$ cat config.mk
export PLATFORM = sky130hd
export DESIGN_NAME = memory_port_arbiter
export DESIGN_NICKNAME = d
export VERILOG_FILES = /design/src/rtl/memory_arb_pkg.sv /design/src/rtl/rr_grant2.sv /design/src/rtl/memory_port_arbiter.sv
export SDC_FILE = /design/constraint.sdc
export NUM_CORES = 1
export LEC_CHECK = 0
export ABC_AREA = 1
export BUFFER_PORTS_ARGS = -buffer_cell sky130_fd_sc_hd__buf_2
export CAP_MARGIN = 40
export CORE_AREA = 3 3 116 118
export CTS_CLUSTER_SIZE = 28
export DETAILED_ROUTE_END_ITERATION = 8
export DIE_AREA = 0 0 119 121
export PLACE_DENSITY_LB_ADDON = 0.12
export SLEW_MARGIN = 20
export SYNTH_ARGS = -nofsm -noshare
export SYNTH_HDL_FRONTEND = slang
export SYNTH_SLANG_ARGS = --single-unit
$ cat constraint.sdc
create_clock -name clk -period 2.02 [get_ports clk]
set_input_delay 0.202 -clock clk [delete_from_list [all_inputs] [get_ports clk]]
set_output_delay 0.202 -clock clk [all_outputs]
set_load 0.02 [all_outputs]
$ cat src/rtl/memory_arb_pkg.sv
// Shared types and default sizes for the memory port arbiter.
package memory_arb_pkg;

    localparam int ARB_ADDR_W = 32;
    localparam int ARB_DATA_W = 32;
    localparam int ARB_DEPTH  = 4096;

    typedef enum logic {
        REQ_CORE   = 1'b0,
        REQ_LOADER = 1'b1
    } req_id_t;

    typedef struct packed {
        logic                  we;
        logic [ARB_ADDR_W-1:0] addr;
        logic [ARB_DATA_W-1:0] wdata;
        logic                  lock;
    } req_t;

    function automatic req_id_t other_req(input req_id_t id);
        return (id == REQ_CORE) ? REQ_LOADER : REQ_CORE;
    endfunction

endpackage

$ cat src/rtl/rr_grant2.sv
// Two-way round-robin grant with a bounded lock counter that lets one
// requester keep priority for up to MAX_LOCK consecutive grants.
module rr_grant2
    import memory_arb_pkg::*;
#(
    parameter int MAX_LOCK = 8
) (
    input  logic       clk,
    input  logic       rst,
    input  logic [1:0] valid,
    input  logic [1:0] lock,
    output logic [1:0] grant
);

    localparam int CNT_W = (MAX_LOCK > 1) ? $clog2(MAX_LOCK + 1) : 1;

    req_id_t          prio_reg;
    req_id_t          last_reg;
    logic [CNT_W-1:0] lock_cnt_reg;

    req_id_t          gid;
    logic             gid_lock;
    logic [CNT_W-1:0] eff_cnt;

    always_comb begin
        grant = 2'b00;
        if (!rst) begin
            if (valid == 2'b11) begin
                grant = (prio_reg == REQ_LOADER) ? 2'b10 : 2'b01;
            end else begin
                grant = valid;
            end
        end
    end

    assign gid      = grant[1] ? REQ_LOADER : REQ_CORE;
    assign gid_lock = grant[1] ? lock[1] : lock[0];
    // The counter only belongs to the requester that earned it; a switch restarts it.
    assign eff_cnt  = (gid == last_reg) ? lock_cnt_reg : '0;

    always_ff @(posedge clk) begin
        if (rst) begin
            prio_reg     <= REQ_CORE;
            last_reg     <= REQ_CORE;
            lock_cnt_reg <= '0;
        end else if (grant != 2'b00) begin
            last_reg <= gid;
            if (gid_lock && (int'(eff_cnt) < MAX_LOCK - 1)) begin
                prio_reg     <= gid;
                lock_cnt_reg <= eff_cnt + 1'b1;
            end else begin
                prio_reg     <= other_req(gid);
                lock_cnt_reg <= '0;
            end
        end else begin
            lock_cnt_reg <= '0;
        end
    end

endmodule

$ cat src/rtl/memory_port_arbiter.sv
// Arbitrates one memory port between the core (req0) and loader (req1) and
// returns read data one cycle later. Optional: MEMORY_ARB_RANGE_CHECK_EN.
module memory_port_arbiter
    import memory_arb_pkg::*;
#(
    parameter int ADDR_W   = ARB_ADDR_W,
    parameter int DATA_W   = ARB_DATA_W,
    parameter int DEPTH    = ARB_DEPTH,
    parameter int MAX_LOCK = 8
) (
    input  logic              clk,
    input  logic              rst,
    input  logic              req0_valid,
    output logic              req0_ready,
    input  logic              req0_we,
    input  logic [ADDR_W-1:0] req0_addr,
    input  logic [DATA_W-1:0] req0_wdata,
    input  logic              req0_lock,
    output logic              rsp0_valid,
    output logic [DATA_W-1:0] rsp0_rdata,
    output logic              rsp0_err,
    input  logic              req1_valid,
    output logic              req1_ready,
    input  logic              req1_we,
    input  logic [ADDR_W-1:0] req1_addr,
    input  logic [DATA_W-1:0] req1_wdata,
    input  logic              req1_lock,
    output logic              rsp1_valid,
    output logic [DATA_W-1:0] rsp1_rdata,
    output logic              rsp1_err,
    output logic              memory_write_enable,
    output logic [ADDR_W-1:0] memory_access_address,
    output logic [DATA_W-1:0] memory_write_data,
    input  logic [DATA_W-1:0] memory_read_data
);

    if (MAX_LOCK < 1 || DEPTH < 1 || ADDR_W > ARB_ADDR_W || DATA_W > ARB_DATA_W) begin : g_bad_params
        $error("memory_port_arbiter: unsupported parameter combination");
    end

    req_t        req [2];
    logic [1:0]  valid_vec;
    logic [1:0]  lock_vec;
    logic [1:0]  grant;

    assign req[0] = '{we: req0_we, addr: ARB_ADDR_W'(req0_addr),
                      wdata: ARB_DATA_W'(req0_wdata), lock: req0_lock};
    assign req[1] = '{we: req1_we, addr: ARB_ADDR_W'(req1_addr),
                      wdata: ARB_DATA_W'(req1_wdata), lock: req1_lock};
    assign valid_vec = {req1_valid, req0_valid};

    for (genvar gi = 0; gi < 2; gi++) begin : g_lock
        assign lock_vec[gi] = req[gi].lock;
    end

    rr_grant2 #(.MAX_LOCK(MAX_LOCK)) u_grant (
        .clk   (clk),
        .rst   (rst),
        .valid (valid_vec),
        .lock  (lock_vec),
        .grant (grant)
    );

    assign req0_ready = grant[0];
    assign req1_ready = grant[1];

    logic              sel_we;
    logic [ADDR_W-1:0] sel_addr;
    logic [DATA_W-1:0] sel_wdata;
    logic              out_of_range;

    always_comb begin
        sel_we    = 1'b0;
        sel_addr  = '0;
        sel_wdata = '0;
        if (grant[1]) begin
            sel_we    = req[1].we;
            sel_addr  = ADDR_W'(req[1].addr);
            sel_wdata = DATA_W'(req[1].wdata);
        end else if (grant[0]) begin
            sel_we    = req[0].we;
            sel_addr  = ADDR_W'(req[0].addr);
            sel_wdata = DATA_W'(req[0].wdata);
        end
    end

`ifdef MEMORY_ARB_RANGE_CHECK_EN
    assign out_of_range = (grant != 2'b00) && (64'(sel_addr) >= 64'(DEPTH));
`else
    assign out_of_range = 1'b0;
`endif

    assign memory_write_enable   = sel_we & ~out_of_range;
    assign memory_access_address = out_of_range ? '0 : sel_addr;
    assign memory_write_data     = sel_wdata;

    logic    pending_reg;
    req_id_t owner_reg;
    logic    err_reg;

    always_ff @(posedge clk) begin
        if (rst) begin
            pending_reg <= 1'b0;
            owner_reg   <= REQ_CORE;
            err_reg     <= 1'b0;
        end else begin
            pending_reg <= (grant != 2'b00);
            err_reg     <= out_of_range;
            if (grant != 2'b00) begin
                owner_reg <= grant[1] ? REQ_LOADER : REQ_CORE;
            end
        end
    end

    // Read data is broadcast; only the owner's valid qualifies it.
    assign rsp0_valid = pending_reg && (owner_reg == REQ_CORE);
    assign rsp1_valid = pending_reg && (owner_reg == REQ_LOADER);
    assign rsp0_err   = rsp0_valid && err_reg;
    assign rsp1_err   = rsp1_valid && err_reg;
    assign rsp0_rdata = err_reg ? '0 : memory_read_data;
    assign rsp1_rdata = err_reg ? '0 : memory_read_data;

endmodule

==> impl_metrics.ini, run 1 <==
[synthesis]
netlist_top_cells_count = buf_4, a22o_1, inv_1, nor2_1, nand2_1
netlist.area_leader.share_pct = 35.7
synth_area_per_cell_sq_um = 7.74
ys_seq_elements = 7
synth.cell_area_sq_um = 1600
most_frequently_used_cell_type_in_the_post_synthesis_netlist = buf_4
async_flop_share_pct = 0
post_synth_inst_count = 206
count_of_flip_flops_with_a_built_in_enable_after_synthesis = 0
synth_top_cells_by_area = a22o_1, buf_4, dfxtp_1, inv_1, buf_2
synthDominantAreaCellType = a22o_1
yosys_most_used_dff = dfxtp_1
ys_seq_area_share_pct = 8.78
yosysUniqueCellTypes = 23
yosys_warnings = 0

[place]
placed_cell_areas_sq_um = 2290
place_hpwl_um = 5190
dpl.cell_count = 506
pre_cts_slack_ns = 0.315
gp_routability_congestion = 0.689
port-buffer-count = 204

[drt]
post_drt_via_cell_ratio = 3.72
drcViolationCount = 0
detail_route.iter0.violations = 45
postRouteWirelength_um = 6260
wl_per_cell_um = 12.3
routed-via-count = 1896
ant_nets = 0
drt-pass1-iter-count = 4

[sta]
share_of_the_cycle_needed_by_the_critical_path_after_routing_pct = 86.9
report.final.setup_viol = 0
maxClockFrequency_mhz = 570
timing.final.hold_violations = 0
fin_worst_skew_ns = 0.00246
fin_hold_ws_ns = 0.250
worst_slack_ns = 0.265
grt_setup_unrepaired = no
period_minus_slack_ns = 1.75
timing.final.max_slew_violations = 0
fin_tns_setup_ns = 0

[clock_network]
worst_skew_pair.late_latency_ns = 0.23
total_cts_buffers = 3
ctsRootBufferMaster = clkbuf_16
deepest_clock_path_buffer_count = 2
post-cts-setup-buffer-count = 0
hold_buf_cts = 0
cts_tree = done
htreeDepth = 1
cts.sinks = 7
clk_transition_reported_paths_ns = 0.03
postCtsResizedCells = 0

[cells_and_area]
antennaDiodeCount = 0
utilization_pct = 18.8
final_layout_size_suffix_gt1_share_pct = 66.6
flow.area_growth_from_synthesis_pct = 48.4
layout.cell_area.non_filler_sq_um = 2370
finish.cell_count_without_fillers = 510
final_nets = 508
filler_cell_count = 1431
largest_register_ff_count = 4

[worst_setup_path]
start_kind = register
cp.arrival_ns = 1.55
cp_class = register to output port
critPathMaxFanout = 68
endpoint_kind = output port
cp_data_required_time_ns = 1.82

[floorplanning]
fp.coreArea_sq_um = 12600
initial_standard_cell_utilization_of_the_core_pct = 12.7
design.die.area_sq_um = 14400
row_count = 41
die_h_um = 121
floorplan.die.width_um = 119
io_pins = 303

[grt]
first_global_vias = 1742
grt_start_max_net_pins = 69
grt_overflow = 0
number_of_antenna_violations_at_the_first_check_in_global_routing = 0
globalRouteTotalUtil_pct = 7.55
grt_pass1_wl_um = 8890

[pwr]
power.total_mw = 1.04
pwr_density_cell_nw_per_um2 = 438
cellLeakagePower_nw = 1.37
power.ir.vdd_worst_mv = 0.326

[worst_hold_path]
hold_class = primary input to register

[flow_run]
max-cap-violations = 0

[run_status]
status = complete, no violations
cell families after synthesis:
| family | Yosys count | synth area share (%) |
|---|---|---|
| AO/OA/AOI/OAI | 69 | 37.6 |
| adder cells (fa/ha/maj) | 1 | 0.784 |
| buffers and inverters | 94 | 40.5 |
| flip-flops | 7 | 8.78 |
| other | 1 | 0.235 |
| AND/OR/NAND/NOR | 34 | 12.1 |
final timing paths:
path / from / endpoint / slack [ns] / cells past startpoint
setup / recovery: u_grant.prio_reg$_SDFFE_PP0N_ / memory_access_address[15] / 0.27 / 7
setup reg to reg: u_grant.prio_reg$_SDFFE_PP0N_ / u_grant.prio_reg$_SDFFE_PP0N_ / 0.34 / 13
hold reg to reg: u_grant.lock_cnt_reg[0]$_SDFF_PP0_ / u_grant.lock_cnt_reg[0]$_SDFF_PP0_ / 0.52 / 3
hold / removal: rst / owner_reg$_SDFFE_PP0N_ / 0.25 / 2
routing by layer:
layer | vias up | part of all wire [%] | track usage (%)
li1 | 930 | - | -
met1 | 826 | 38 | 8.48
met2 | 138 | 50 | 13.7
met3 | 2 | 11 | 2.56
met4 | 0 | 0.51 | 1.88
met5 | - | 0 | 0
where the power goes:
group | total, mW | internal [mW] | switching (mW)
clock | 0.335 | 0.262 | 0.0727
combinational | 0.549 | 0.248 | 0.301
sequential | 0.153 | 0.147 | 0.00585
placed cells by master, fill, tap and decap left out:
| cell | count |
|---|---|
| nand2_4 | 2 |
| o31ai_1 | 1 |
| buf_2 | 204 |
| clkbuf_1 | 1 |
| a21oi_2 | 2 |
| nand3_2 | 3 |
| nand2_2 | 3 |
| or2_1 | 1 |
| clkbuf_16 | 3 |
| o21ai_0 | 1 |
| dfxtp_1 | 7 |
| inv_2 | 2 |
| nand4_1 | 1 |
| and2_1 | 1 |
| buf_4 | 1 |
| nor2_4 | 1 |
| nor2_2 | 2 |
| a22o_1 | 65 |
| inv_1 | 12 |
| nand3_1 | 3 |
| nor2_1 | 9 |
| ha_1 | 1 |
| conb_1 | 2 |
| nand2_1 | 8 |
| buf_12 | 2 |
final cells by class:
class | count | area, sq um | share of cell area [%]
Timing Repair Buffer | 207 | 1070 | 45.1
Multi-Input combinational cell | 106 | 812 | 34.3
Tap cell | 172 | 215 | 9.09
Sequential cell | 7 | 140 | 5.92
Clock buffer | 4 | 78.8 | 3.33
Inverter | 14 | 52.6 | 2.22
worst max-delay path, cell delays in order, from the launching register on:
cell and delay, ns:
dfxtp_1 0.33, inv_1 0.06, nand2_2 0.10, nand2_4 0.09, inv_2 0.08, buf_12 0.25
a22o_1 0.19, buf_2 0.16
No activity file was read; power rests on OpenSTA's default activity.
==> run 2, diff against run 1 <==
- CTS_BUF_LIST: unset -> sky130_fd_sc_hd__clkbuf_16
==> impl_metrics.ini, run 2 (synthesis results as in run 1) <==
[place]
place_hpwl_um = 5190
dpl.cell_count = 506
port-buffer-count = 204
gp_routability_congestion = 0.689

[clock_network]
clk_transition_reported_paths_ns = 0.03
hold_buf_cts = 0
postCtsResizedCells = 0
htreeDepth = 1
worst_skew_pair.late_latency_ns = 0.23
cts_tree = done
total_cts_buffers = 3
post-cts-setup-buffer-count = 0
ctsRootBufferMaster = clkbuf_16
deepest_clock_path_buffer_count = 2
cts.sinks = 7

[worst_setup_path]
cp_class = register to output port
critPathMaxFanout = 68
cp_data_required_time_ns = 1.82
cp.arrival_ns = 1.55
endpoint_kind = output port
start_kind = register

[pwr]
power.total_mw = 1.03
power.ir.vdd_worst_mv = 0.326
cellLeakagePower_nw = 1.38
pwr_density_cell_nw_per_um2 = 436

[cells_and_area]
final_nets = 508
most_frequent_cells_in_the_layout = buf_2, a22o_1, inv_1
flow.area_growth_from_synthesis_pct = 48.4
largest_register_ff_count = 4
most_common_cell_after_layout_fill_and_taps_aside = buf_2
final_layout_size_suffix_gt1_share_pct = 66.6
finish.cell_count_without_fillers = 510
antennaDiodeCount = 0
filler_cell_count = 1431

[drt]
ant_nets = 0
wl_per_cell_um = 12.3
postRouteWirelength_um = 6260
detail_route.iter0.violations = 45
post_drt_via_cell_ratio = 3.72
drcViolationCount = 0
drt-pass1-iter-count = 4
routed-via-count = 1896

[sta]
report.final.setup_viol = 0
timing.final.max_slew_violations = 0
share_of_the_cycle_needed_by_the_critical_path_after_routing_pct = 86.9
fin_worst_skew_ns = 0.00220
maxClockFrequency_mhz = 570
period_minus_slack_ns = 1.76
timing.final.hold_violations = 0
grt_setup_unrepaired = no
fin_tns_setup_ns = 0

[worst_hold_path]
hold_class = primary input to register

[floorplanning]
floorplan.die.width_um = 119
design.die.area_sq_um = 14400
io_pins = 303
row_count = 41
fp.coreArea_sq_um = 12600
die_h_um = 121
initial_standard_cell_utilization_of_the_core_pct = 12.7

[grt]
grt_start_max_net_pins = 69
grt_pass1_wl_um = 8890
globalRouteTotalUtil_pct = 7.55
first_global_vias = 1742
number_of_antenna_violations_at_the_first_check_in_global_routing = 0
grt_overflow = 0

[run_status]
status = complete, no violations

[flow_run]
max-cap-violations = 0
run 2: critical path, stage by stage, from the launching register on:
cell     delay, ns
dfxtp_1       0.33
inv_1         0.06
nand2_2       0.10
nand2_4       0.09
inv_2         0.08
buf_12        0.25
a22o_1        0.19
buf_2         0.16
run 2: power breakdown:
| group | total (mW) | switching [mW] | internal (mW) |
|---|---|---|---|
| sequential | 0.153 | 0.00585 | 0.147 |
| clock | 0.330 | 0.0731 | 0.257 |
| combinational | 0.549 | 0.301 | 0.248 |
run 2: final cells by class:
| cell class | count | area (sq um) | area share [%] |
|---|---|---|---|
| clock buffer | 3 | 75.1 | 3.17 |
| clock inverter | 1 | 3.75 | 0.159 |
| inverter | 14 | 52.6 | 2.22 |
| multi-input combinational | 106 | 812 | 34.3 |
| sequential | 7 | 140 | 5.92 |
| tap | 172 | 215 | 9.09 |
| timing repair buffer | 207 | 1070 | 45.1 |
run 2: stage by stage:
| step | utilization [%] | instance area [sq um] | hold WS [ns] | setup slack (ns) |
|---|---|---|---|---|
| 2_1_floorplan | - | 1600 | 0.305 | 0.480 |
| 3_3_place_gp | 18.2 | 2290 | 0.404 | 0.324 |
| 3_5_place_dp | 18.2 | 2290 | 0.404 | 0.315 |
| 4_1_cts | 18.8 | 2370 | 0.261 | 0.250 |
| 5_1_grt | 18.8 | 2370 | 0.269 | 0.111 |
| 6_report | 18.8 | 2370 | 0.249 | 0.265 |
run 2: final timing paths:
path / startpoint / end / slack (ns) / cells past startpoint
hold reg to reg: u_grant.lock_cnt_reg[0]$_SDFF_PP0_ / u_grant.lock_cnt_reg[0]$_SDFF_PP0_ / 0.52 / 3
setup / recovery: u_grant.prio_reg$_SDFFE_PP0N_ / memory_access_address[15] / 0.26 / 7
hold / removal: rst / owner_reg$_SDFFE_PP0N_ / 0.25 / 2
setup reg to reg: u_grant.prio_reg$_SDFFE_PP0N_ / u_grant.prio_reg$_SDFFE_PP0N_ / 0.34 / 13
run 2: routing by layer:
layer	track usage [%]	up-vias	routed length (um)
met5	0	-	0
met3	2.56	2	669
li1	-	930	-
met1	8.48	826	2410
met4	1.88	0	32
met2	13.7	138	3160
==> run 3, diff against run 2 <==
- BUFFER_PORTS_ARGS: -buffer_cell sky130_fd_sc_hd__buf_2 -> unset
- CORE_AREA: 3 3 116 118 -> 3 3 118 120
- DIE_AREA: 0 0 119 121 -> 0 0 121 123
- DONT_BUFFER_PORTS: unset -> 1
==> impl_metrics.ini, run 3 (synthesis results as in run 1) <==
[run_status]
status = complete, no violations

[sta]
fin_tns_setup_ns = 0
timing.final.max_slew_violations = 0
share_of_the_cycle_needed_by_the_critical_path_after_routing_pct = 87.7
fin_worst_skew_ns = 0.00405
report.final.setup_viol = 0
grt_setup_unrepaired = no
maxClockFrequency_mhz = 564
timing.final.hold_violations = 0
period_minus_slack_ns = 1.77
worst_slack_ns = 0.248
fin_hold_ws_ns = 0.0803

[clock_network]
cts_tree = done
clk_transition_reported_paths_ns = 0.04
postCtsResizedCells = 0
htreeDepth = 1
total_cts_buffers = 3
worst_skew_pair.late_latency_ns = 0.23
post-cts-setup-buffer-count = 0
deepest_clock_path_buffer_count = 2
hold_buf_cts = 0
ctsRootBufferMaster = clkbuf_16
cts.sinks = 7

[worst_hold_path]
worst_hold_path.endpoint = owner_reg$_SDFFE_PP0N_
worst_hold_path.num_cells = 1
hold_class = primary input to register
hold_path_start = rst

[worst_setup_path]
cp.arrival_ns = 1.57
reg2reg_from = u_grant.prio_reg$_SDFFE_PP0N_
worst-r2r-cell-count = 13
endpoint_kind = output port
start_kind = register
cp_data_required_time_ns = 1.82
r2r-end = u_grant.prio_reg$_SDFFE_PP0N_
regToRegSetupSlack_ns = 0.33
critPathMaxFanout = 36
cp_class = register to output port
cp-startpoint = u_grant.prio_reg$_SDFFE_PP0N_

[drt]
wl_per_cell_um = 15.9
drcViolationCount = 0
routed-via-count = 1224
ant_nets = 0
detail_route.iter0.violations = 24
postRouteWirelength_um = 4970
drt-pass1-iter-count = 4
post_drt_via_cell_ratio = 3.91

[flow_run]
max-cap-violations = 0

[floorplanning]
io_pins = 303
floorplan.die.width_um = 121
die_h_um = 123
initial_standard_cell_utilization_of_the_core_pct = 12.2
fp.coreArea_sq_um = 13100
design.die.area_sq_um = 14900
row_count = 42

[pwr]
power.total_mw = 0.829
pwr_density_cell_nw_per_um2 = 615
cellLeakagePower_nw = 0.511
power.ir.vdd_worst_mv = 0.269

[place]
place_hpwl_um = 4430
gp_routability_congestion = 0.677
port-buffer-count = 0
pre_cts_slack_ns = 0.335

[grt]
grt_overflow = 0
grt_start_max_net_pins = 38
grt_pass1_wl_um = 6020
number_of_antenna_violations_at_the_first_check_in_global_routing = 0
first_global_vias = 1013
globalRouteTotalUtil_pct = 5.47

[cells_and_area]
largest_register_ff_count = 4
flow.area_growth_from_synthesis_pct = -15.5
utilization_pct = 10.3
most_common_cell_after_layout_fill_and_taps_aside = a22o_1
final_nets = 307
most_frequent_cells_in_the_layout = a22o_1, inv_1, nor2_1
final_layout_size_suffix_gt1_share_pct = 17.5
antennaDiodeCount = 0
[run 3: changes by cell type in the layout (fill, tap and decap cells not counted), sizes merged]
cell,before,now
buf,207,6
[run 3: critical path, stage by stage, from the launching register on]
cell,delay [ns]
dfxtp_1,0.34
inv_1,0.06
nand2_2,0.10
nand2_4,0.09
inv_2,0.06
buf_4,0.33
a22o_1,0.19
buf_4,0.15
[run 3: per-layer routing]
metal	share of wire, %	routed length [um]	track usage [%]
met1	34	1710	6.04
met2	50	2500	9.55
met3	14	707	2.15
met4	1.1	57	1.91
met5	0	0	0
[run 3: area by class of cell]
class / count / area [sq um]
clock inverters: 1 / 3.75
well taps: 176 / 220
flip-flops and latches: 7 / 140
multi-input cells: 106 / 812
repair buffers: 6 / 45.0
clock buffers: 3 / 75.1
inverters: 14 / 52.6
fillers: 1539 / 11700
[run 3: worst max path at each step]
stage               cells after the start                             to
global placement                       13  u_grant.prio_reg$_SDFFE_PP0N_
global route                            7      memory_access_address[15]
detailed placement                     13  u_grant.prio_reg$_SDFFE_PP0N_
CTS                                     7       memory_access_address[1]
finish                                  7       memory_access_address[1]
floorplan                              13  u_grant.prio_reg$_SDFFE_PP0N_
[run 3: where the power goes]
part	internal, mW	switching, mW
combinational	0.0975	0.237
clock	0.258	0.0833
sequential	0.147	0.00600
total	0.503	0.327
[run 3: per-stage QoR]
stage	cells	cell area, sq um
after global placement	309	1270
final	313	1350
after detailed placement	309	1270
after global routing	313	1350
after CTS	313	1350
after floorplan	207	1600
